<file path="src/rtl/xbus_arbiter_if.sv">
// Signal bundle shared by the xbus arbiter, its two requesting masters and the slave bus.
// The arbiter uses the master modport (it owns the slave bus); the environment uses slave.
interface xbus_arbiter_if;
  logic        m0_req;
  logic        m0_write;
  logic [21:0] m0_addr;
  logic [31:0] m0_wdata;
  logic [31:0] m0_rdata;
  logic        m0_ack;
  logic        m0_nxm;

  logic        m1_req;
  logic        m1_write;
  logic [21:0] m1_addr;
  logic [31:0] m1_wdata;
  logic [31:0] m1_rdata;
  logic        m1_ack;
  logic        m1_nxm;

  logic        bus_req;
  logic        bus_write;
  logic [21:0] bus_addr;
  logic [31:0] bus_wdata;
  logic [31:0] bus_rdata;
  logic        bus_decode;
  logic        bus_ack;
  logic        bus_timeout;
  logic        grant;

  modport master (
    input  m0_req, m0_write, m0_addr, m0_wdata,
    input  m1_req, m1_write, m1_addr, m1_wdata,
    input  bus_rdata, bus_decode, bus_ack,
    output m0_rdata, m0_ack, m0_nxm,
    output m1_rdata, m1_ack, m1_nxm,
    output bus_req, bus_write, bus_addr, bus_wdata, bus_timeout, grant
  );

  modport slave (
    output m0_req, m0_write, m0_addr, m0_wdata,
    output m1_req, m1_write, m1_addr, m1_wdata,
    output bus_rdata, bus_decode, bus_ack,
    input  m0_rdata, m0_ack, m0_nxm,
    input  m1_rdata, m1_ack, m1_nxm,
    input  bus_req, bus_write, bus_addr, bus_wdata, bus_timeout, grant
  );
endinterface

</file>
<file path="src/rtl/xbus_arbiter.sv">
// Two-master xbus arbiter and transaction sequencer with decode/ack timeout (NXM) handling.
// Define XBUS_ARB_RR_EN for round-robin arbitration; otherwise m0 has fixed priority over m1.
module xbus_arbiter #(
  parameter int DECODE_WAIT = 4,
  parameter int ACK_WAIT    = 255,
  parameter int CNT_W       = 8
) (
  input logic            clk,
  input logic            reset,
  xbus_arbiter_if.master xb
);

  typedef enum logic [2:0] {IDLE, ADDR, DATA, DONE, TMO} state_e;

  localparam logic [CNT_W-1:0] DecodeLimit = CNT_W'(DECODE_WAIT - 1);
  localparam logic [CNT_W-1:0] AckLimit    = CNT_W'(ACK_WAIT - 1);

  state_e           state_q, state_d;
  logic [CNT_W-1:0] cnt_q, cnt_d;
  logic             decoded_q, decoded_d;
  logic             grant_q, grant_d;
  logic             write_q, write_d;
  logic [21:0]      addr_q, addr_d;
  logic [31:0]      wdata_q, wdata_d;
  logic [31:0]      rdata0_q, rdata0_d;
  logic [31:0]      rdata1_q, rdata1_d;
  logic             winner;
  logic             limit_hit;

`ifdef XBUS_ARB_RR_EN
  logic last_q, last_d;

  assign winner = (xb.m0_req && xb.m1_req) ? ~last_q : xb.m1_req;
  assign last_d = (state_q == IDLE && (xb.m0_req || xb.m1_req)) ? winner : last_q;

  // Reset owner is m1 so that m0 wins the first contested grant.
  always_ff @(posedge clk) begin
    if (reset) last_q <= 1'b1;
    else       last_q <= last_d;
  end
`else
  assign winner = ~xb.m0_req;
`endif

  always_ff @(posedge clk) begin
    if (reset) begin
      state_q   <= IDLE;
      cnt_q     <= '0;
      decoded_q <= 1'b0;
      grant_q   <= 1'b0;
      write_q   <= 1'b0;
      addr_q    <= '0;
      wdata_q   <= '0;
      rdata0_q  <= '0;
      rdata1_q  <= '0;
    end else begin
      state_q   <= state_d;
      cnt_q     <= cnt_d;
      decoded_q <= decoded_d;
      grant_q   <= grant_d;
      write_q   <= write_d;
      addr_q    <= addr_d;
      wdata_q   <= wdata_d;
      rdata0_q  <= rdata0_d;
      rdata1_q  <= rdata1_d;
    end
  end

  // The decoded flag selects which deadline applies: decode window in ADDR, ack window in DATA.
  always_comb begin
    state_d   = state_q;
    cnt_d     = cnt_q;
    decoded_d = decoded_q;
    grant_d   = grant_q;
    write_d   = write_q;
    addr_d    = addr_q;
    wdata_d   = wdata_q;
    rdata0_d  = rdata0_q;
    rdata1_d  = rdata1_q;
    limit_hit = (cnt_q == (decoded_q ? AckLimit : DecodeLimit));

    unique case (state_q)
      IDLE: begin
        if (xb.m0_req || xb.m1_req) begin
          grant_d   = winner;
          write_d   = winner ? xb.m1_write : xb.m0_write;
          addr_d    = winner ? xb.m1_addr  : xb.m0_addr;
          wdata_d   = winner ? xb.m1_wdata : xb.m0_wdata;
          cnt_d     = '0;
          decoded_d = 1'b0;
          state_d   = ADDR;
        end
      end
      ADDR, DATA: begin
        cnt_d = cnt_q + 1'b1;
        if (xb.bus_ack) begin
          if (grant_q) rdata1_d = write_q ? '0 : xb.bus_rdata;
          else         rdata0_d = write_q ? '0 : xb.bus_rdata;
          state_d = DONE;
        end else if (state_q == ADDR && xb.bus_decode) begin
          decoded_d = 1'b1;
          state_d   = DATA;
        end else if (limit_hit) begin
          if (grant_q) rdata1_d = '0;
          else         rdata0_d = '0;
          state_d = TMO;
        end
      end
      DONE, TMO: state_d = IDLE;
      default:   state_d = IDLE;
    endcase
  end

  assign xb.bus_req     = (state_q == ADDR) || (state_q == DATA);
  assign xb.bus_timeout = (state_q == TMO);
  assign xb.bus_write   = write_q;
  assign xb.bus_addr    = addr_q;
  assign xb.bus_wdata   = wdata_q;
  assign xb.grant       = grant_q;

  assign xb.m0_ack   = ((state_q == DONE) || (state_q == TMO)) && !grant_q;
  assign xb.m0_nxm   = (state_q == TMO) && !grant_q;
  assign xb.m0_rdata = rdata0_q;
  assign xb.m1_ack   = ((state_q == DONE) || (state_q == TMO)) && grant_q;
  assign xb.m1_nxm   = (state_q == TMO) && grant_q;
  assign xb.m1_rdata = rdata1_q;

endmodule
</file>
<file path="src/flat_wrapper.sv">
// flat-port wrapper written by rule: the top's interface ports become plain ports
module xbus_arbiter_flat 
#(
  parameter int DECODE_WAIT = 4,
  parameter int ACK_WAIT    = 255,
  parameter int CNT_W       = 8
)
  (clk, reset, xb_m0_req, xb_m0_write, xb_m0_addr, xb_m0_wdata, xb_m1_req, xb_m1_write, xb_m1_addr, xb_m1_wdata, xb_bus_rdata, xb_bus_decode, xb_bus_ack, xb_m0_rdata, xb_m0_ack, xb_m0_nxm, xb_m1_rdata, xb_m1_ack, xb_m1_nxm, xb_bus_req, xb_bus_write, xb_bus_addr, xb_bus_wdata, xb_bus_timeout, xb_grant);
  xbus_arbiter_if xb_i ();
  input logic clk;
  input logic reset;
  input wire logic [$bits(xb_i.m0_req)-1:0] xb_m0_req;
  input wire logic [$bits(xb_i.m0_write)-1:0] xb_m0_write;
  input wire logic [$bits(xb_i.m0_addr)-1:0] xb_m0_addr;
  input wire logic [$bits(xb_i.m0_wdata)-1:0] xb_m0_wdata;
  input wire logic [$bits(xb_i.m1_req)-1:0] xb_m1_req;
  input wire logic [$bits(xb_i.m1_write)-1:0] xb_m1_write;
  input wire logic [$bits(xb_i.m1_addr)-1:0] xb_m1_addr;
  input wire logic [$bits(xb_i.m1_wdata)-1:0] xb_m1_wdata;
  input wire logic [$bits(xb_i.bus_rdata)-1:0] xb_bus_rdata;
  input wire logic [$bits(xb_i.bus_decode)-1:0] xb_bus_decode;
  input wire logic [$bits(xb_i.bus_ack)-1:0] xb_bus_ack;
  output wire logic [$bits(xb_i.m0_rdata)-1:0] xb_m0_rdata;
  output wire logic [$bits(xb_i.m0_ack)-1:0] xb_m0_ack;
  output wire logic [$bits(xb_i.m0_nxm)-1:0] xb_m0_nxm;
  output wire logic [$bits(xb_i.m1_rdata)-1:0] xb_m1_rdata;
  output wire logic [$bits(xb_i.m1_ack)-1:0] xb_m1_ack;
  output wire logic [$bits(xb_i.m1_nxm)-1:0] xb_m1_nxm;
  output wire logic [$bits(xb_i.bus_req)-1:0] xb_bus_req;
  output wire logic [$bits(xb_i.bus_write)-1:0] xb_bus_write;
  output wire logic [$bits(xb_i.bus_addr)-1:0] xb_bus_addr;
  output wire logic [$bits(xb_i.bus_wdata)-1:0] xb_bus_wdata;
  output wire logic [$bits(xb_i.bus_timeout)-1:0] xb_bus_timeout;
  output wire logic [$bits(xb_i.grant)-1:0] xb_grant;
  assign xb_i.m0_req = xb_m0_req;
  assign xb_i.m0_write = xb_m0_write;
  assign xb_i.m0_addr = xb_m0_addr;
  assign xb_i.m0_wdata = xb_m0_wdata;
  assign xb_i.m1_req = xb_m1_req;
  assign xb_i.m1_write = xb_m1_write;
  assign xb_i.m1_addr = xb_m1_addr;
  assign xb_i.m1_wdata = xb_m1_wdata;
  assign xb_i.bus_rdata = xb_bus_rdata;
  assign xb_i.bus_decode = xb_bus_decode;
  assign xb_i.bus_ack = xb_bus_ack;
  assign xb_m0_rdata = xb_i.m0_rdata;
  assign xb_m0_ack = xb_i.m0_ack;
  assign xb_m0_nxm = xb_i.m0_nxm;
  assign xb_m1_rdata = xb_i.m1_rdata;
  assign xb_m1_ack = xb_i.m1_ack;
  assign xb_m1_nxm = xb_i.m1_nxm;
  assign xb_bus_req = xb_i.bus_req;
  assign xb_bus_write = xb_i.bus_write;
  assign xb_bus_addr = xb_i.bus_addr;
  assign xb_bus_wdata = xb_i.bus_wdata;
  assign xb_bus_timeout = xb_i.bus_timeout;
  assign xb_grant = xb_i.grant;
  xbus_arbiter #(.DECODE_WAIT(DECODE_WAIT), .ACK_WAIT(ACK_WAIT), .CNT_W(CNT_W)) u_core (.clk(clk), .reset(reset), .xb(xb_i));
endmodule
</file>
<file path="config.mk">
export PLATFORM = sky130hd
export DESIGN_NAME = xbus_arbiter_flat
export DESIGN_NICKNAME = d
export VERILOG_FILES = /design/src/rtl/xbus_arbiter_if.sv /design/src/rtl/xbus_arbiter.sv /design/src/flat_wrapper.sv
export SDC_FILE = /design/constraint.sdc
export NUM_CORES = 1
export LEC_CHECK = 0
export BUFFER_PORTS_ARGS = -buffer_cell sky130_fd_sc_hd__buf_2
export CORE_MARGIN = 2
export CORE_UTILIZATION = 49
export CTS_BUF_LIST = sky130_fd_sc_hd__clkbuf_2 sky130_fd_sc_hd__clkbuf_4 sky130_fd_sc_hd__clkbuf_8
export DETAILED_ROUTE_END_ITERATION = 8
export PLACE_DENSITY = 0.82
export RECOVER_POWER = 50
export SYNTH_ARGS = -nofsm -noshare
export SYNTH_HDL_FRONTEND = slang
export SYNTH_SLANG_ARGS = --single-unit
export TNS_END_PERCENT = 20
</file>
<file path="constraint.sdc">
create_clock -name clk -period 2.6 [get_ports clk]
set_clock_uncertainty 0.2 [all_clocks]
set_input_delay 0.39 -clock clk [delete_from_list [all_inputs] [get_ports clk]]
set_output_delay 0.39 -clock clk [all_outputs]
set_load 0.01 [all_outputs]
</file>
==> results of run 1 <==
## logic make-up (layout without fill, tap and decap cells)
| group | after synthesis | count (layout) | synth area share (%) |
|---|---|---|---|
| and+or+nand+nor | 165 | 165 | 13.4 |
| DFF | 132 | 132 | 42.3 |
| muxes | 56 | 56 | 9.00 |
| buffers and inverters | 91 | 327 | 6.69 |
| xor gates and xnor gates | 1 | 1 | 0.441 |
| AOI/OAI and AO/OA | 216 | 216 | 28.0 |
| adders and majority gates | 1 | 1 | 0.200 |
| other | 0 | 2 | 0 |
## final timing paths
check | cells past startpoint | from | to | slack, ps
setup / recovery | 3 | u_core.state_q[0] | xb_bus_req | 210
hold / removal | 3 | xb_bus_rdata[30] | u_core.xb.m1_rdata[30] | 70
setup reg to reg | 5 | u_core.state_q[0] | u_core.xb.m0_rdata[13] | 360
hold reg to reg | 2 | u_core.xb.bus_wdata[21] | u_core.xb.bus_wdata[21] | 300
## worst max-delay path, delay by kind of cell (launching register included)
family	cells	cell delay, ps
AND/OR/NAND/NOR	1	350
buffers and inverters	1	200
flip-flops	1	550
XOR/XNOR	1	260
## synth_stat cells (2+ instances only)
cell type / number
sky130_fd_sc_hd__inv_1: 3
sky130_fd_sc_hd__nor2_2: 2
sky130_fd_sc_hd__o21ai_0: 7
sky130_fd_sc_hd__a32oi_1: 64
sky130_fd_sc_hd__a311oi_1: 67
sky130_fd_sc_hd__buf_2: 34
sky130_fd_sc_hd__mux2i_1: 55
sky130_fd_sc_hd__nor4b_1: 4
sky130_fd_sc_hd__o22a_1: 2
sky130_fd_sc_hd__clkbuf_1: 44
sky130_fd_sc_hd__a21oi_1: 10
sky130_fd_sc_hd__nor4_1: 2
sky130_fd_sc_hd__or3_1: 3
sky130_fd_sc_hd__a211oi_1: 58
sky130_fd_sc_hd__dfxtp_1: 132
sky130_fd_sc_hd__nor2_1: 63
sky130_fd_sc_hd__nand3_1: 67
sky130_fd_sc_hd__or4_1: 2
sky130_fd_sc_hd__nor3_1: 4
sky130_fd_sc_hd__nor3b_1: 2
sky130_fd_sc_hd__nand2_1: 5
sky130_fd_sc_hd__nand4_1: 2
sky130_fd_sc_hd__buf_4: 9
## flip-flops by register name, indices dropped and copies added, names as in the netlist
| signal | count |
|---|---|
| u_core.xb.m1_rdata | 32 |
| u_core.xb.bus_addr | 22 |
| u_core.xb.bus_write | 1 |
| u_core.cnt_q | 8 |
| u_core.state_q | 3 |
| u_core.xb.grant | 1 |
| u_core.xb.bus_wdata | 32 |
| u_core.decoded_q | 1 |
| u_core.xb.m0_rdata | 32 |
## cell type report
class                   instances  area, sq um
inverters                       3         11.3
flip-flops and latches        132         2640
well taps                     172          215
repair buffers                292         1480
diodes                          2         5.00
fillers                      1170         4600
multi-input cells             439         3210
clock buffers                  24          299
clock inverters                 8         53.8
## metal layers
layer  global-route usage, %  vias up
met5                       0        -
met3                    8.50       40
met1                    33.8     2981
met4                    11.8        2
met2                    44.2      306
li1                        -     3098
## power breakdown
group / switching (W) / internal (W) / total, W / leakage [nW]
Sequential: 0.000220 / 0.00234 / 0.00256 / 1.08
Clock: 0.000788 / 0.000760 / 0.00155 / 0.188
Combinational: 0.00135 / 0.000777 / 0.00213 / 1.63
Total: 0.00236 / 0.00388 / 0.00623 / 2.90
## metrics by stage
step           cell area, sq um  hold WS [ps]
2_1_floorplan              6240           307
3_3_place_gp               7710           283
3_5_place_dp               7710           289
4_1_cts                    8060          44.7
5_1_grt                    7910          57.2
6_report                   7910          72.5
==> results by group, run 1 <==
Job
  • Max capacitance violation total: 0

GRT
  • Global route overflow: 0
  • Pin count of the biggest net entering global routing: a little over 100
  • Global router's overall resource usage: roughly 27%
  • Via count of the first global-routing pass: between 5000 and 6000
  • Initial antenna violation count: 2
  • First-pass GRT wire length: 29500 um

Critical path
  • Crit path largest cell delay: between 500 and 600 ps
  • Required time of the worst setup path: approximately 2000 ps
  • Slowest library cell on the worst path: sky130_fd_sc_hd__dfxtp_1
  • Startpoint type of the worst setup path: flip-flop
  • Arrival time reported for the critical path endpoint: 1800 ps
  • Endpoint class of the critical path: primary output
  • Max FO, Critical Path: 15
  • Class of the most critical setup path: flip-flop to primary output
  • Ordered list of cells on the worst path: xnor2_4, nor2_2, buf_2

Synthesis
  • Syn nets: 811
  • Cell accounting for the most synthesized area: sky130_fd_sc_hd__dfxtp_1
  • Synthesized instance count: between 600 and 700
  • FF+latch count, synth: between 100 and 150
  • Yosys cell types: 44
  • Number of enable-type register cells in the synthesized netlist: 0
  • Leading cell types by total area after synthesis: sky130_fd_sc_hd__dfxtp_1 (42%), sky130_fd_sc_hd__a311oi_1 (9.4%), sky130_fd_sc_hd__a32oi_1 (9.0%)
  • Area fraction of the dominant cell type after synthesis: between 40% and 50%
  • Part of the Yosys area used for sequential elements: between 40% and 50%
  • Yosys Warn Count: 0
  • Share of async-settable or async-resettable flops after synthesis: 0%
  • Mean cell area of the mapped netlist: around 9.4 sq um
  • Primary flip-flop cell chosen by synthesis mapping: sky130_fd_sc_hd__dfxtp_1
  • Cell area after technology mapping: 0.00624 sq mm

Worst hold path
  • Path category of the worst min-delay check: primary input to flip-flop

Route
  • Highest routed metal layer: met5
  • Post-route met1 wirelength: around 7600 um
  • Via Count: between 6000 and 7000
  • Final antenna-violating net count: 0
  • Met3 layer wire length in the routed design: between 1500 and 2000 um
  • DRC errors left: 0
  • Total Routed Length: 19200 um
  • DR WL met2: about 9200 um
  • Iteration-0 DRC count of the detailed router: 850
  • Detailed-route wire length per cell: about 18 um
  • First-pass iteration count of the detailed router: 6
  • Detail-routed via count per cell: around 6.0

Floorplan
  • Total die area: 0.0137 sq mm
  • Placement row count: 41
  • Core region area: between 0.01 and 0.015 sq mm
  • Initial core utilization: 49.9%
  • Number of ports placed on the die boundary: between 200 and 300
  • Horiz. Die Dim: about 120 um
  • Die height: approximately 120 um

Clocking
  • Count of cells resized by post-cts repair: 0
  • Number of clock sinks seen by CTS: between 100 and 150
  • Maximum clock insertion buffer count: 2
  • Maximum level of the CTS H-tree: 4
  • Clock latency of the later-clocked register in the worst-skew pair: approximately 430 ps
  • Number of hold buffers added after cts: 0
  • Buffer type at the clock tree root: sky130_fd_sc_hd__clkbuf_8
  • Number of setup buffers added after CTS: 0
  • CTS Buf Count: 17
  • Register clock-pin slew on the reported worst setup and hold paths: 80 ps
  • CTS tree: yes

Finish
  • Proportion of layout cells with a drive suffix above 1: 23.8%
  • Commonest cells after routing, fill and taps aside: sky130_fd_sc_hd__buf_2 (151), sky130_fd_sc_hd__dfxtp_1 (132), sky130_fd_sc_hd__clkbuf_1 (120)
  • Net count of the finished layout: just over 1000
  • Share of the core filled with cells: 63.2%
  • Non-filler cells in the finished layout: around 1100
  • Leading cell type in the layout, fill and taps excluded: sky130_fd_sc_hd__buf_2
  • Area added between synthesis and finish: 26.8%

STA
  • Max-slew violations: 0
  • Final critical-path required period: approximately 2400 ps
  • Worst-case setup margin in the final layout: approximately 210 ps
  • Setup violations, final: 0
  • Actual transition at the worst max-transition pin: 660 ps
  • Final period utilization: approximately nine tenths
  • Highest clock rate: 0.418 GHz
  • Setup repair after global routing missed its margin: no
  • Sum Neg Setup Slack: 0 ps
  • Remaining max-slew budget at the tightest pin: 56.0%
  • Number of failing hold endpoints at the final stage: 0

Placement
  • Total half-perimeter wirelength after legalization and detailed placement: ~13000 um
  • RePlAce Congestion: roughly 0.84
  • Pre-CTS worst setup slack: roughly 360 ps
  • Instance count after placement with tap cells included: between 1000 and 1500
  • Buffers added on ports: 273

Pwr
  • Power per cell area: between 700 and 800 mW/mm^2
  • Total design power: 0.00623 W
  • Leakage: between 2 and 3 nW
  • Worst voltage drop across the vdd grid: between 0.4 and 0.5 mV

Run status
  • Outcome: finished, final reports clean
(Power assumes the default switching activity.)
==> inputs of run 2 (changes only) <==
- CORE_UTILIZATION: 49 -> 53
- HOLD_SLACK_MARGIN: unset -> 0.03
- PLACE_DENSITY: 0.82 -> 0.88
- clock period: 2.6 -> 3 ns (I/O delays scaled with it)
==> run 2 against run 1 <==
Against the previous run:
- wire length is 0.47% lower
- non-clock buffer count is 6 lower
- critical path depth is the same
- total power fell by 12%
- utilization is 5.2 points higher
- worst hold slack better by 45 ps
- highest routed layer is now met4
==> results by group, run 2 (synthesis gave the netlist of run 1 again) <==
Run status
  • Outcome: finished, final reports clean (unchanged)

Route
  • First-pass iteration count of the detailed router: 6 (unchanged)
  • Total Routed Length: 19100 um (was 19200 um)
  • Iteration-0 DRC count of the detailed router: 860 (was 850)
  • Detail-routed via count per cell: 6.30 (was 6.00)
  • Final antenna-violating net count: 0 (unchanged)
  • Detailed-route wire length per cell: 18.4 um (was 17.9 um)
  • DRC errors left: 0 (unchanged)
  • Via Count: 6536 (was 6427)

Finish
  • Share of the core filled with cells: 68.4% (was 63.2%)
  • Leading cell type in the layout, fill and taps excluded: sky130_fd_sc_hd__buf_2 (unchanged)
  • Area added between synthesis and finish: 25.6% (was 26.8%)
  • Proportion of layout cells with a drive suffix above 1: 23.0% (was 23.8%)
  • Net count of the finished layout: 1028 (was 1034)
  • Commonest cells after routing, fill and taps aside: sky130_fd_sc_hd__buf_2 (152), sky130_fd_sc_hd__dfxtp_1 (132), sky130_fd_sc_hd__clkbuf_1 (120) (was sky130_fd_sc_hd__buf_2 (151), sky130_fd_sc_hd__dfxtp_1 (132), sky130_fd_sc_hd__clkbuf_1 (120))
  • Final-layout fill cell count: 951 (was 1170)
  • Non-filler cells in the finished layout: 1038 (was 1072)

Clocking
  • CTS tree: yes (unchanged)
  • Buffer type at the clock tree root: sky130_fd_sc_hd__clkbuf_8 (unchanged)
  • Count of cells resized by post-cts repair: 0 (unchanged)
  • Number of clock sinks seen by CTS: 132 (unchanged)
  • Number of setup buffers added after CTS: 0 (unchanged)
  • Clock latency of the later-clocked register in the worst-skew pair: 440 ps (was 430 ps)
  • Number of hold buffers added after cts: 0 (unchanged)
  • Maximum level of the CTS H-tree: 4 (unchanged)
  • CTS Buf Count: 17 (unchanged)
  • Maximum clock insertion buffer count: 2 (unchanged)
  • Register clock-pin slew on the reported worst setup and hold paths: 70 ps (was 80 ps)

STA
  • Setup violations, final: 0 (unchanged)
  • Setup repair after global routing missed its margin: no (unchanged)
  • Sum Neg Setup Slack: 0 ps (unchanged)
  • Final period utilization: between 80% and 90%
  • Highest clock rate: approximately 0.37 GHz
  • Remaining max-slew budget at the tightest pin: 49.7% (was 56.0%)
  • Final critical-path required period: around 2700 ps
  • Actual transition at the worst max-transition pin: 754 ps (was 660 ps)
  • Max-slew violations: 0 (unchanged)
  • Number of failing hold endpoints at the final stage: 0 (unchanged)

Floorplan
  • Initial core utilization: 54.4% (was 49.9%)
  • Number of ports placed on the die boundary: 274 (unchanged)
  • Horiz. Die Dim: 113 um (was 117 um)
  • Die height: 113 um (was 117 um)
  • Core region area: 0.0115 sq mm (was 0.0125 sq mm)
  • Placement row count: 39 (was 41)
  • Total die area: 0.0127 sq mm (was 0.0137 sq mm)

GRT
  • Global router's overall resource usage: 29.1% (was 27.4%)
  • Pin count of the biggest net entering global routing: 130 (was 101)
  • First-pass GRT wire length: 29700 um (was 29500 um)
  • Via count of the first global-routing pass: 5915 (was 5794)
  • Initial antenna violation count: 4 (was 2)
  • Global route overflow: 0 (unchanged)

Critical path
  • Max FO, Critical Path: 13 (was 15)
  • Arrival time reported for the critical path endpoint: 2050 ps (was 1800 ps)
  • Setup slack of the most critical reg-to-reg path: 570 ps (was 360 ps)
  • Endpoint class of the critical path: primary output (unchanged)
  • Crit Reg-Reg Startpoint: u_core.state_q[2] (was u_core.state_q[0])
  • Slowest library cell on the worst path: sky130_fd_sc_hd__clkbuf_1 (was sky130_fd_sc_hd__dfxtp_1)
  • Ordered list of cells on the worst path: clkbuf_1, nor2_2, buf_2 (was xnor2_4, nor2_2, buf_2)
  • Critical Path Start: u_core.state_q[2] (was u_core.state_q[0])
  • Class of the most critical setup path: flip-flop to primary output (unchanged)
  • Startpoint type of the worst setup path: flip-flop (unchanged)
  • Critical path buffer and inverter count: 2 (was 1)
  • Crit path largest cell delay: 620 ps (was 550 ps)
  • Family of cells with the greatest summed delay on the critical path: buffers and inverters (was flip-flops)
  • Required time of the worst setup path: 2350 ps (was 2010 ps)

Placement
  • Buffers added on ports: 273 (unchanged)
  • Total half-perimeter wirelength after legalization and detailed placement: 12400 um (was 13000 um)
  • Instance count after placement with tap cells included: 1003 (was 1038)
  • RePlAce Congestion: 0.830 (was 0.841)

Job
  • Max capacitance violation total: 0 (unchanged)

Worst hold path
  • Path category of the worst min-delay check: primary input to flip-flop (unchanged)
  • Critical hold path startpoint: xb_bus_rdata[30] (unchanged)

Pwr
  • Worst voltage drop across the vdd grid: 0.506 mV (was 0.435 mV)
  • Leakage: 2.87 nW (was 2.90 nW)
  • Power per cell area: 702 mW/mm^2 (was 788 mW/mm^2)
## run 2: metrics by stage
stage	worst slack [ps]	instance area, sq um	total power, W	hold WS (ps)
2_1_floorplan	1000	6240	0.00348	307
3_3_place_gp	866	7600	0.00407	283
3_5_place_dp	811	7600	0.00412	290
4_1_cts	475	7990	0.00559	85.3
5_1_grt	211	7840	0.00580	112
6_report	305	7840	0.00550	117
## run 2: final timing paths
path | depth (start not counted) | endpoint
worst max-delay path | 3 | xb_bus_req
worst min-delay path | 3 | u_core.xb.m1_rdata[30]
worst max register to register | 5 | u_core.xb.bus_addr[19]
worst min register to register | 2 | u_core.xb.bus_addr[4]
## run 2: worst min-delay path, delay by kind of cell
family | cells | cell delay, ps
AO/OA/AOI/OAI | 1 | 80
buffers and inverters | 1 | 120
AND/OR/NAND/NOR | 1 | 60
## run 2: power by group
part	internal, W	leakage (nW)	switching, W	total (W)
Combinational	0.000648	1.59	0.00117	0.00182
Sequential	0.00203	1.08	0.000190	0.00222
Clock	0.000815	0.202	0.000652	0.00147
## run 2: metal layers
layer / up-vias / track usage [%] / share of wire (%)
met2: 341 / 46.8 / 48
met1: 3050 / 34.4 / 38
li1: 3085 / - / -
met3: 60 / 9.83 / 9.8
met4: 0 / 15.5 / 3.6
met5: - / 0 / 0
## run 2: layout make-up
cell class	instances	area (sq um)	area share (%)
antenna	5	12.5	0.160
clock buffer	27	347	4.42
clock inverter	3	42.5	0.543
inverter	3	11.3	0.144
multi-input combinational	439	3200	40.8
sequential	132	2640	33.7
tap	143	179	2.28
timing repair buffer	286	1400	17.9
